File: config.mk
export PLATFORM = sky130hd
export DESIGN_NAME = traffic_light_monitor_flat
export DESIGN_NICKNAME = d
export VERILOG_FILES = /design/src/rtl/traffic_light_monitor_if.sv /design/src/rtl/traffic_light_monitor.sv /design/src/flat_wrapper.sv
export SDC_FILE = /design/constraint.sdc
export NUM_CORES = 1
export LEC_CHECK = 0
export CORE_MARGIN = 3
export CORE_UTILIZATION = 36
export CTS_BUF_LIST = sky130_fd_sc_hd__clkbuf_8
export DETAILED_ROUTE_END_ITERATION = 10
export HOLD_SLACK_MARGIN = 0.08
export MAX_ROUTING_LAYER = met4
export PLACE_DENSITY_LB_ADDON = 0.1
export SLEW_MARGIN = 25
export SYNTH_ARGS = -nofsm -noshare
export SYNTH_HDL_FRONTEND = slang
export SYNTH_SLANG_ARGS = --single-unit
File: constraint.sdc
create_clock -name clk -period 8.26 [get_ports clk]
set_clock_uncertainty 0.2 [all_clocks]
set_input_delay 1.239 -clock clk [delete_from_list [all_inputs] [get_ports clk]]
set_output_delay 1.239 -clock clk [all_outputs]
set_load 0.02 [all_outputs]
File: src/rtl/traffic_light_monitor_if.sv
// Bundle between the upstream traffic-light FSM / lamp driver and the monitor.
`timescale 1ns/1ps
interface traffic_light_monitor_if;
  localparam int unsigned CNT_W = 16;

  logic [2:0]       lights;
  logic             clear_fault;
  logic [2:0]       lamp_out;
  logic             fault;
  logic [1:0]       err_code;
  logic [CNT_W-1:0] cycle_count;

  modport master (output lights, clear_fault,
                  input  lamp_out, fault, err_code, cycle_count);
  modport slave  (input  lights, clear_fault,
                  output lamp_out, fault, err_code, cycle_count);
endinterface

File: src/rtl/traffic_light_monitor.sv
// Watches an RYG light stream for bad encodings, bad sequencing and short dwells;
// forwards legal lamps with one cycle of lag and flashes red while faulted.
`timescale 1ns/1ps
module traffic_light_monitor #(
  parameter int unsigned MIN_RED    = 4,
  parameter int unsigned MIN_GREEN  = 4,
  parameter int unsigned MIN_YELLOW = 2,
  parameter int unsigned FLASH_HALF = 3
) (
  input logic                    clk,
  input logic                    reset,
  traffic_light_monitor_if.slave bus
);
  localparam int unsigned CW = 16;
  localparam logic [2:0] RED  = 3'b100;
  localparam logic [2:0] YEL  = 3'b010;
  localparam logic [2:0] GRN  = 3'b001;
  localparam logic [2:0] DARK = 3'b000;
  localparam logic [1:0] ERR_NONE  = 2'b00;
  localparam logic [1:0] ERR_ENC   = 2'b01;
  localparam logic [1:0] ERR_TRANS = 2'b10;
  localparam logic [1:0] ERR_DWELL = 2'b11;
  // A zero half-period behaves as one cycle per phase.
  localparam logic [CW-1:0] HALF_LAST = (FLASH_HALF == 0) ? CW'(0) : CW'(FLASH_HALF - 1);
  localparam logic [CW-1:0] DWELL_MAX = '1;

  typedef enum logic [1:0] {S_INIT, S_RUN, S_FAULT} state_t;

  state_t        state;
  logic [2:0]    lights_q;
  logic [2:0]    lamp_q;
  logic [CW-1:0] dwell_q;
  logic [CW-1:0] flash_q;
  logic [CW-1:0] cycle_q;
  logic          first_seg_q;
  logic          flash_dark_q;
  logic          fault_q;
  logic [1:0]    err_q;

  logic          legal_c;
  logic          step_ok_c;
  logic [CW-1:0] min_dwell_c;
  logic [1:0]    check_c;

  // Change checks in priority order: encoding, sequence, then dwell of the old colour.
  always_comb begin
    legal_c     = (bus.lights == RED) || (bus.lights == YEL) || (bus.lights == GRN);
    step_ok_c   = ((lights_q == RED) && (bus.lights == GRN)) ||
                  ((lights_q == GRN) && (bus.lights == YEL)) ||
                  ((lights_q == YEL) && (bus.lights == RED));
    min_dwell_c = '0;
    case (lights_q)
      RED:     min_dwell_c = CW'(MIN_RED);
      GRN:     min_dwell_c = CW'(MIN_GREEN);
      YEL:     min_dwell_c = CW'(MIN_YELLOW);
      default: min_dwell_c = '0;
    endcase
    check_c = ERR_NONE;
    if (!legal_c)                                       check_c = ERR_ENC;
    else if (!step_ok_c)                                check_c = ERR_TRANS;
    else if (!first_seg_q && (dwell_q < min_dwell_c))   check_c = ERR_DWELL;
  end

  always_ff @(posedge clk or negedge reset) begin
    if (!reset) begin
      state        <= S_INIT;
      lights_q     <= RED;
      lamp_q       <= RED;
      dwell_q      <= '0;
      flash_q      <= '0;
      cycle_q      <= '0;
      first_seg_q  <= 1'b1;
      flash_dark_q <= 1'b0;
      fault_q      <= 1'b0;
      err_q        <= ERR_NONE;
    end else begin
      case (state)
        S_INIT: begin
          if (legal_c) begin
            state       <= S_RUN;
            lights_q    <= bus.lights;
            lamp_q      <= bus.lights;
            dwell_q     <= CW'(1);
            first_seg_q <= 1'b1;
          end else begin
            lamp_q <= RED;
          end
        end
        S_RUN: begin
          if (bus.lights == lights_q) begin
            if (dwell_q != DWELL_MAX) dwell_q <= dwell_q + CW'(1);
          end else if (check_c != ERR_NONE) begin
            state        <= S_FAULT;
            fault_q      <= 1'b1;
            err_q        <= check_c;
            flash_q      <= '0;
            flash_dark_q <= 1'b0;
            lamp_q       <= RED;
          end else begin
            lights_q    <= bus.lights;
            lamp_q      <= bus.lights;
            dwell_q     <= CW'(1);
            first_seg_q <= 1'b0;
            if (lights_q == RED) cycle_q <= cycle_q + CW'(1);
          end
        end
        S_FAULT: begin
          if (bus.clear_fault) begin
            state        <= S_INIT;
            fault_q      <= 1'b0;
            err_q        <= ERR_NONE;
            flash_q      <= '0;
            flash_dark_q <= 1'b0;
            lamp_q       <= RED;
          end else if (flash_q == HALF_LAST) begin
            flash_q      <= '0;
            flash_dark_q <= ~flash_dark_q;
            lamp_q       <= flash_dark_q ? RED : DARK;
          end else begin
            flash_q <= flash_q + CW'(1);
            lamp_q  <= flash_dark_q ? DARK : RED;
          end
        end
        default: state <= S_INIT;
      endcase
    end
  end

  assign bus.lamp_out    = lamp_q;
  assign bus.fault       = fault_q;
  assign bus.err_code    = err_q;
  assign bus.cycle_count = cycle_q;

endmodule

File: src/flat_wrapper.sv
// flat-port wrapper written by rule: the top's interface ports become plain ports
module traffic_light_monitor_flat 
#(
  parameter int unsigned MIN_RED    = 4,
  parameter int unsigned MIN_GREEN  = 4,
  parameter int unsigned MIN_YELLOW = 2,
  parameter int unsigned FLASH_HALF = 3
)
  (clk, reset, bus_lights, bus_clear_fault, bus_lamp_out, bus_fault, bus_err_code, bus_cycle_count);
  traffic_light_monitor_if bus_i ();
  input logic clk;
  input logic reset;
  input wire logic [$bits(bus_i.lights)-1:0] bus_lights;
  input wire logic [$bits(bus_i.clear_fault)-1:0] bus_clear_fault;
  output wire logic [$bits(bus_i.lamp_out)-1:0] bus_lamp_out;
  output wire logic [$bits(bus_i.fault)-1:0] bus_fault;
  output wire logic [$bits(bus_i.err_code)-1:0] bus_err_code;
  output wire logic [$bits(bus_i.cycle_count)-1:0] bus_cycle_count;
  assign bus_i.lights = bus_lights;
  assign bus_i.clear_fault = bus_clear_fault;
  assign bus_lamp_out = bus_i.lamp_out;
  assign bus_fault = bus_i.fault;
  assign bus_err_code = bus_i.err_code;
  assign bus_cycle_count = bus_i.cycle_count;
  traffic_light_monitor #(.MIN_RED(MIN_RED), .MIN_GREEN(MIN_GREEN), .MIN_YELLOW(MIN_YELLOW), .FLASH_HALF(FLASH_HALF)) u_core (.clk(clk), .reset(reset), .bus(bus_i));
endmodule
# ---- Word level (Yosys, flattened, before mapping)
# Cells that the tools add are included.
dict set report op_classes {
  add_sub_neg 3
  n_lt_le_gt_ge 1
  n_eq_ne 19
  n_mux 47
  n_bitwise 3
  n_reduce_logical 23
}
# op count
set ops {}
lappend ops {{2-to-1 mux 16 bit} 8}
lappend ops {{one-hot mux 16 bit (2 select lines)} 2}
lappend ops {{adder 16 x 1 -> 16 bit, second input constant} 3}
lappend ops {{2-to-1 mux 3 bit} 10}
lappend ops {{AND reduction 4 bit} 6}
lappend ops {{2-to-1 mux 2 bit} 9}
lappend ops {{equality test 16 x 2 -> 1 bit, second input constant} 1}
lappend ops {{less-than comparator 16 x 3 -> 1 bit} 1}
lappend ops {{!= test 16 bit, second input constant} 1}
lappend ops {{one-hot mux 3 bit (2 select lines)} 2}
lappend ops {{2-to-1 mux 1 bit} 10}
lappend ops {{one-hot mux 3 bit (3 select lines)} 1}
lappend ops {{equality test 3 x 1 -> 1 bit, second input constant} 2}
lappend ops {{equality test 3 x 2 -> 1 bit, second input constant} 2}
lappend ops {{equality test 3 bit, second input constant} 2}
lappend ops {{!= test 2 bit, second input constant} 3}
lappend ops {{!= test 3 x 2 -> 1 bit, second input constant} 2}
lappend ops {{one-hot mux 1 bit (2 select lines)} 3}
lappend ops {{one-hot mux 2 bit (3 select lines)} 1}
lappend ops {{nonzero test 2 bit} 3}
lappend ops {{logical AND 1 bit} 4}
lappend ops {{logical OR 1 bit} 4}
lappend ops {{!= test 2 x 1 -> 1 bit, second input constant} 2}
lappend ops {{one-hot mux 2 bit (2 select lines)} 1}
lappend ops {{other kinds (11)} 13}
dict set report totals {
  ff_bits 61
  inputBits 6
  output_inout_bits 22
  elab_cells 106
}

# ---- Depth between registers and ports, before layout
dict set report depth {
  word_depth 12
  mapped_depth 11
  depth_no_buf 9
}

# ---- Worst setup path after synthesis
# Ideal clock, no wire load.
dict set report synth_path {
  path_type {input-to-reg}
  from {in bus_lights[0]}
  to {reg u_core.dwell_q[14]}
  setup_ps 77
  arrival_ps 3099
  required_time_ps 7983
  path_slack_ps 4883
  path_stages 8
  path_buffers 2
  path_cell_list {buf_2 nand2b_1 or4_4 a22oi_1 o211ai_1 clkbuf_2 or4_1 a21oi_1}
}
dict set report synth_via {
  elab_chain_cells 9
  elab_cells_between_ends 20
  cone_classes {7 x eq/ne; 4 x mux; 9 x reduce/logical}
}
# element line_no
set synth_rtl {}
lappend synth_rtl {{start: declaration} flat_wrapper.sv:13} ;# input wire logic [$bits(bus_i.lights)-1:0] bus_lights;
lappend synth_rtl {{equality test 3 x 1 -> 1 bit / equality test 3 x 2 -> 1 bit (equally long branches)} {traffic_light_monitor.sv:47, traffic_light_monitor.sv:48, traffic_light_monitor.sv:49}}
lappend synth_rtl {{logical AND 1 bit (on tied branches)} {traffic_light_monitor.sv:48, traffic_light_monitor.sv:49}}
lappend synth_rtl {{logical OR 1 bit} traffic_light_monitor.sv:48} ;# step_ok_c = ((lights_q == RED) && (bus.lights == GRN)) ||
lappend synth_rtl {{logical OR 1 bit} traffic_light_monitor.sv:49} ;# ((lights_q == GRN) && (bus.lights == YEL)) ||
lappend synth_rtl {{2-to-1 mux 2 bit} traffic_light_monitor.sv:60} ;# else if (!step_ok_c) check_c = ERR_TRANS;
lappend synth_rtl {{2-to-1 mux 2 bit} traffic_light_monitor.sv:59} ;# if (!legal_c) check_c = ERR_ENC;
lappend synth_rtl {{nonzero test 2 bit} traffic_light_monitor.sv:92} ;# end else if (check_c != ERR_NONE) begin
lappend synth_rtl {{!= test 3 x 2 -> 1 bit (no line)} n/a}
lappend synth_rtl {{AND reduction 4 bit (no line)} n/a}
lappend synth_rtl {{end signal: assignment} traffic_light_monitor.sv:91} ;# if (dwell_q != DWELL_MAX) dwell_q <= dwell_q + CW'(1);
lappend synth_rtl {{end: declaration} traffic_light_monitor.sv:32} ;# logic [CW-1:0] dwell_q;
# Parallel ways exist; a longest one is shown, timed or not.
# A chain may end at the register's enable or synchronous reset.

# ---- Worst setup path in the final report
dict set report layout_path {
  from {in bus_lights[2]}
  to {reg u_core.dwell_q[14]}
}
# The elaborated chain is that of the path after synthesis.

==> flow_metrics.py <==
metrics = {
    "global_routing": {
        "antenna_found_initial": 0,
        "grt_max_degree": 62,
        "grt_use_total_pct": 16.88,
        "grt.overflow.total": 0,
        "grt_pass1_vias": 2694,
        "grt_pass1_wl_mm": 13.59,
    },
    "floorplan": {
        "start_util_pct": 37.97,
        "die_area_mm2": 0.01067,
        "die_x_um": 103.3,
        "ioPinCount": 28,
        "die_h_um": 103.3,
        "fp.coreArea_mm2": 0.008976,
        "rows": 34,
    },
    "clock_tree": {
        "cts_tree": "built",
        "clk_pin_slew_ns": 0.08,
        "hold_buffers": 0,
        "post_cts_buffers": 0,
        "cts_buffers": 9,
        "cts_root_buffer": "clkbuf_8",
        "clkSinkCount": 61,
        "clk-insertion-delay-late_ns": 0.33,
        "cts-resized-gates": 0,
        "cts_htree_levels": 3,
        "clockBufferDepth": 2,
    },
    "synth": {
        "async_flop_share_pct": 100.0,
        "yosysWarnings": 0,
        "synth_compound_area_share_pct": 14.32,
        "syn_avg_cell_area_um2": 9.415,
        "synth_xor_area_share_pct": 7.452,
        "synth-adder-area-share_pct": 3.671,
        "synthSimpleGateAreaFrac_pct": 25.04,
        "ys_types": 52,
        "ys.flop_type": "dfrtp_1",
        "synth_area_mm2": 0.003408,
        "synth_top_family_by_area": "simple AND/OR/NAND/NOR gates",
        "synth.area.mux_share_pct": 1.946,
        "synth_fp_nets": 378,
        "ys_seq_elements": 61,
        "synthCells": 362,
        "ys_seq_area_share_pct": 44.90,
        "synth_enable_flop_cells": 0,
    },
    "final_layout": {
        "instances_no_fill": 522,
        "drive_gt1_share_pct": 10.61,
        "syn_to_final_growth_pct": 17.51,
        "n_antenna_cell": 0,
        "layout.nets": 407,
        "fin_area_mm2": 0.004005,
    },
    "timing": {
        "setup_tns_ns": 0,
        "timing.hold.ws_ns": 0.2754,
        "period_needed_ns": 3.981,
        "fin_crit_sh_pct": 48.20,
        "setup_viol": 0,
        "max-slew-margin-rel_pct": 44.08,
        "fmax_mhz": 251.2,
        "rsz0062_at_grt": "no",
        "finalMaxSlewViolations": 0,
        "hold_violations": 0,
        "worst_pin_slew_ns": 0.8324,
    },
    "pwr": {
        "total_power_mw": 1.026,
        "ir_drop_uv": 172.4,
        "p_per_area_mw_per_mm2": 256.1,
        "leakagePower_nw": 1.713,
    },
    "critical_path": {
        "worstPathRequired_ns": 8.32,
        "slowest_stage": "or4_4",
        "max_stage_delay_ns": 0.67,
        "path_buf_inv": 2,
        "timing_worst_setup_path_type": "in2reg",
        "crit_arrival_ns": 4.04,
        "worstPathCellList": "clkdlybuf4s50_1 -> or4_4 -> a22oi_1 -> o211ai_1 -> buf_2 -> or4_1 -> a21oi_1",
        "start_kind": "input pin",
        "path_max_fanout": 13,
        "path_delay_family": "simple AND/OR/NAND/NOR gates",
        "end_kind": "flop",
    },
    "placement": {
        "place_area_mm2": 0.003804,
        "placed_cells": 506,
        "place_congestion": 0.8441,
        "port_buffers": 27,
        "dp_hpwl_mm": 5.623,
    },
    "route": {
        "drt_iter0_markers": 107,
        "vias": 2823,
        "wl_per_cell_um": 15.31,
        "drc_errors": 0,
        "routed_wl_mm": 7.992,
        "detail-route-antenna-nets": 0,
        "drt_first_pass_iters": 4,
        "viasPerCell": 5.408,
    },
    "min_path": {
        "hold_class": "reg2reg",
    },
    "outcome": {
        "status": "finished clean",
    },
    "run": {
        "maxCapViolations": 0,
    },
}
report_power, final:
| part | switching, mW | internal, mW |
|---|---|---|
| sequential | 0.0414 | 0.339 |
| clock | 0.132 | 0.140 |
| combinational | 0.242 | 0.132 |
synthesized netlist by cell type, types with 2 or more instances:
master | n | share of area, %
and2_1 | 4 | 0.73
or3_1 | 8 | 1.5
nand2_1 | 31 | 3.4
o31ai_1 | 11 | 2.4
nand4_1 | 7 | 1.3
xnor2_1 | 10 | 2.6
o211ai_1 | 2 | 0.44
dfstp_2 | 3 | 2.3
nor3b_1 | 2 | 0.44
nor4b_1 | 2 | 0.51
inv_1 | 10 | 1.1
a21oi_1 | 12 | 1.8
buf_2 | 5 | 0.73
nor4bb_1 | 2 | 0.59
clkbuf_1 | 4 | 0.44
nor4_1 | 8 | 1.5
or2_2 | 2 | 0.37
ha_1 | 10 | 3.7
nor2_1 | 30 | 3.3
and3_1 | 15 | 2.8
xor2_1 | 19 | 4.9
nor4_2 | 2 | 0.73
nor3_1 | 9 | 1.3
mux2_2 | 5 | 1.7
dfrtp_1 | 58 | 43
nand3_1 | 24 | 3.5
or4_1 | 2 | 0.44
nand2b_1 | 5 | 0.92
a41oi_1 | 2 | 0.51
o21ai_0 | 34 | 5.0
o2111ai_1 | 2 | 0.51
clkbuf_2 | 2 | 0.29
metrics by stage:
step / worst slack [ns] / util [%]
2_1_floorplan: 4.883 / -
3_3_place_gp: 3.905 / 42.32
3_5_place_dp: 3.908 / 42.38
4_1_cts: 4.263 / 44.58
5_1_grt: 4.092 / 44.62
6_report: 4.279 / 44.62
final cells by class:
class | instances | area, um2
clock buffer | 9 | 123.9
clock inverter | 7 | 73.82
fill | 880 | 4971
inverter | 10 | 37.54
multi-input combinational | 279 | 1797
sequential | 61 | 1530
tap | 126 | 157.7
timing repair buffer | 30 | 285.3
per-layer routing:
| metal | vias up | GRT usage, % | wire length, um |
|---|---|---|---|
| met5 | - | - | 0 |
| met4 | 0 | 5.777 | 83 |
| met3 | 8 | 2.884 | 232 |
| met2 | 47 | 24.91 | 3679 |
| met1 | 1396 | 23.52 | 3996 |
| li1 | 1372 | - | - |
kinds of logic after synthesis:
family | after synthesis
mux | 6
fa+ha+maj | 10
flops | 61
buf+inv | 22
simple gates | 159
compound gates | 75
xor+xnor | 29
final timing paths:
| path | slack, ns | end | cells past startpoint | start |
|---|---|---|---|---|
| worst min-delay path | 0.28 | u_core.bus.cycle_count[15]$_DFFE_PN0P_ | 1 | u_core.bus.cycle_count[15]$_DFFE_PN0P_ |
| max in group asynchronous | 6.43 | u_core.state[0]$_DFFE_PN0P_ | 2 | reset |
| min in group asynchronous | 0.85 | u_core.dwell_q[3]$_DFFE_PN0P_ | 2 | reset |
| worst max register to register | 5.03 | u_core.flash_q[3]$_DFFE_PN0P_ | 9 | u_core.lights_q[2]$_DFFE_PN1P_ |
| worst max-delay path | 4.28 | u_core.dwell_q[14]$_DFFE_PN0P_ | 7 | bus_lights[2] |
| worst min register to register | 0.28 | u_core.bus.cycle_count[15]$_DFFE_PN0P_ | 1 | u_core.bus.cycle_count[15]$_DFFE_PN0P_ |
sequential cells by signal, summed over array words and instances, names as in the netlist:
register                cells
u_core.flash_dark_q         1
u_core.lights_q             3
u_core.bus.fault            1
u_core.first_seg_q          1
u_core.dwell_q             16
u_core.bus.cycle_count     16
u_core.bus.lamp_out         3
u_core.flash_q             16
u_core.bus.err_code         2
u_core.state                2
worst register-to-register path, stage by stage (launching register included):
cell and delay, ns:
dfstp_2 0.61, nand2b_1 0.09, a21o_1 0.16, ha_1 0.18, nor3_1 0.17, and4_1 0.38, a221o_2 0.28, nand3_1 0.34
or2_0 0.44, o31ai_1 0.29
layout by cell type (no fill, tap or decap), types with 9 or more instances in the layout:
cell             count
xor2_1              19
nand2_1             31
a21oi_1             11
clkbuf_8             9
ha_1                10
dfrtp_1             58
inv_1               10
xnor2_1             10
nand3_1             24
nor3_1               9
o31ai_1             11
and3_1              15
nor2_1              30
clkdlybuf4s50_1     26
o21ai_0             34
Note: power is estimated with default switching activity, not from simulation.
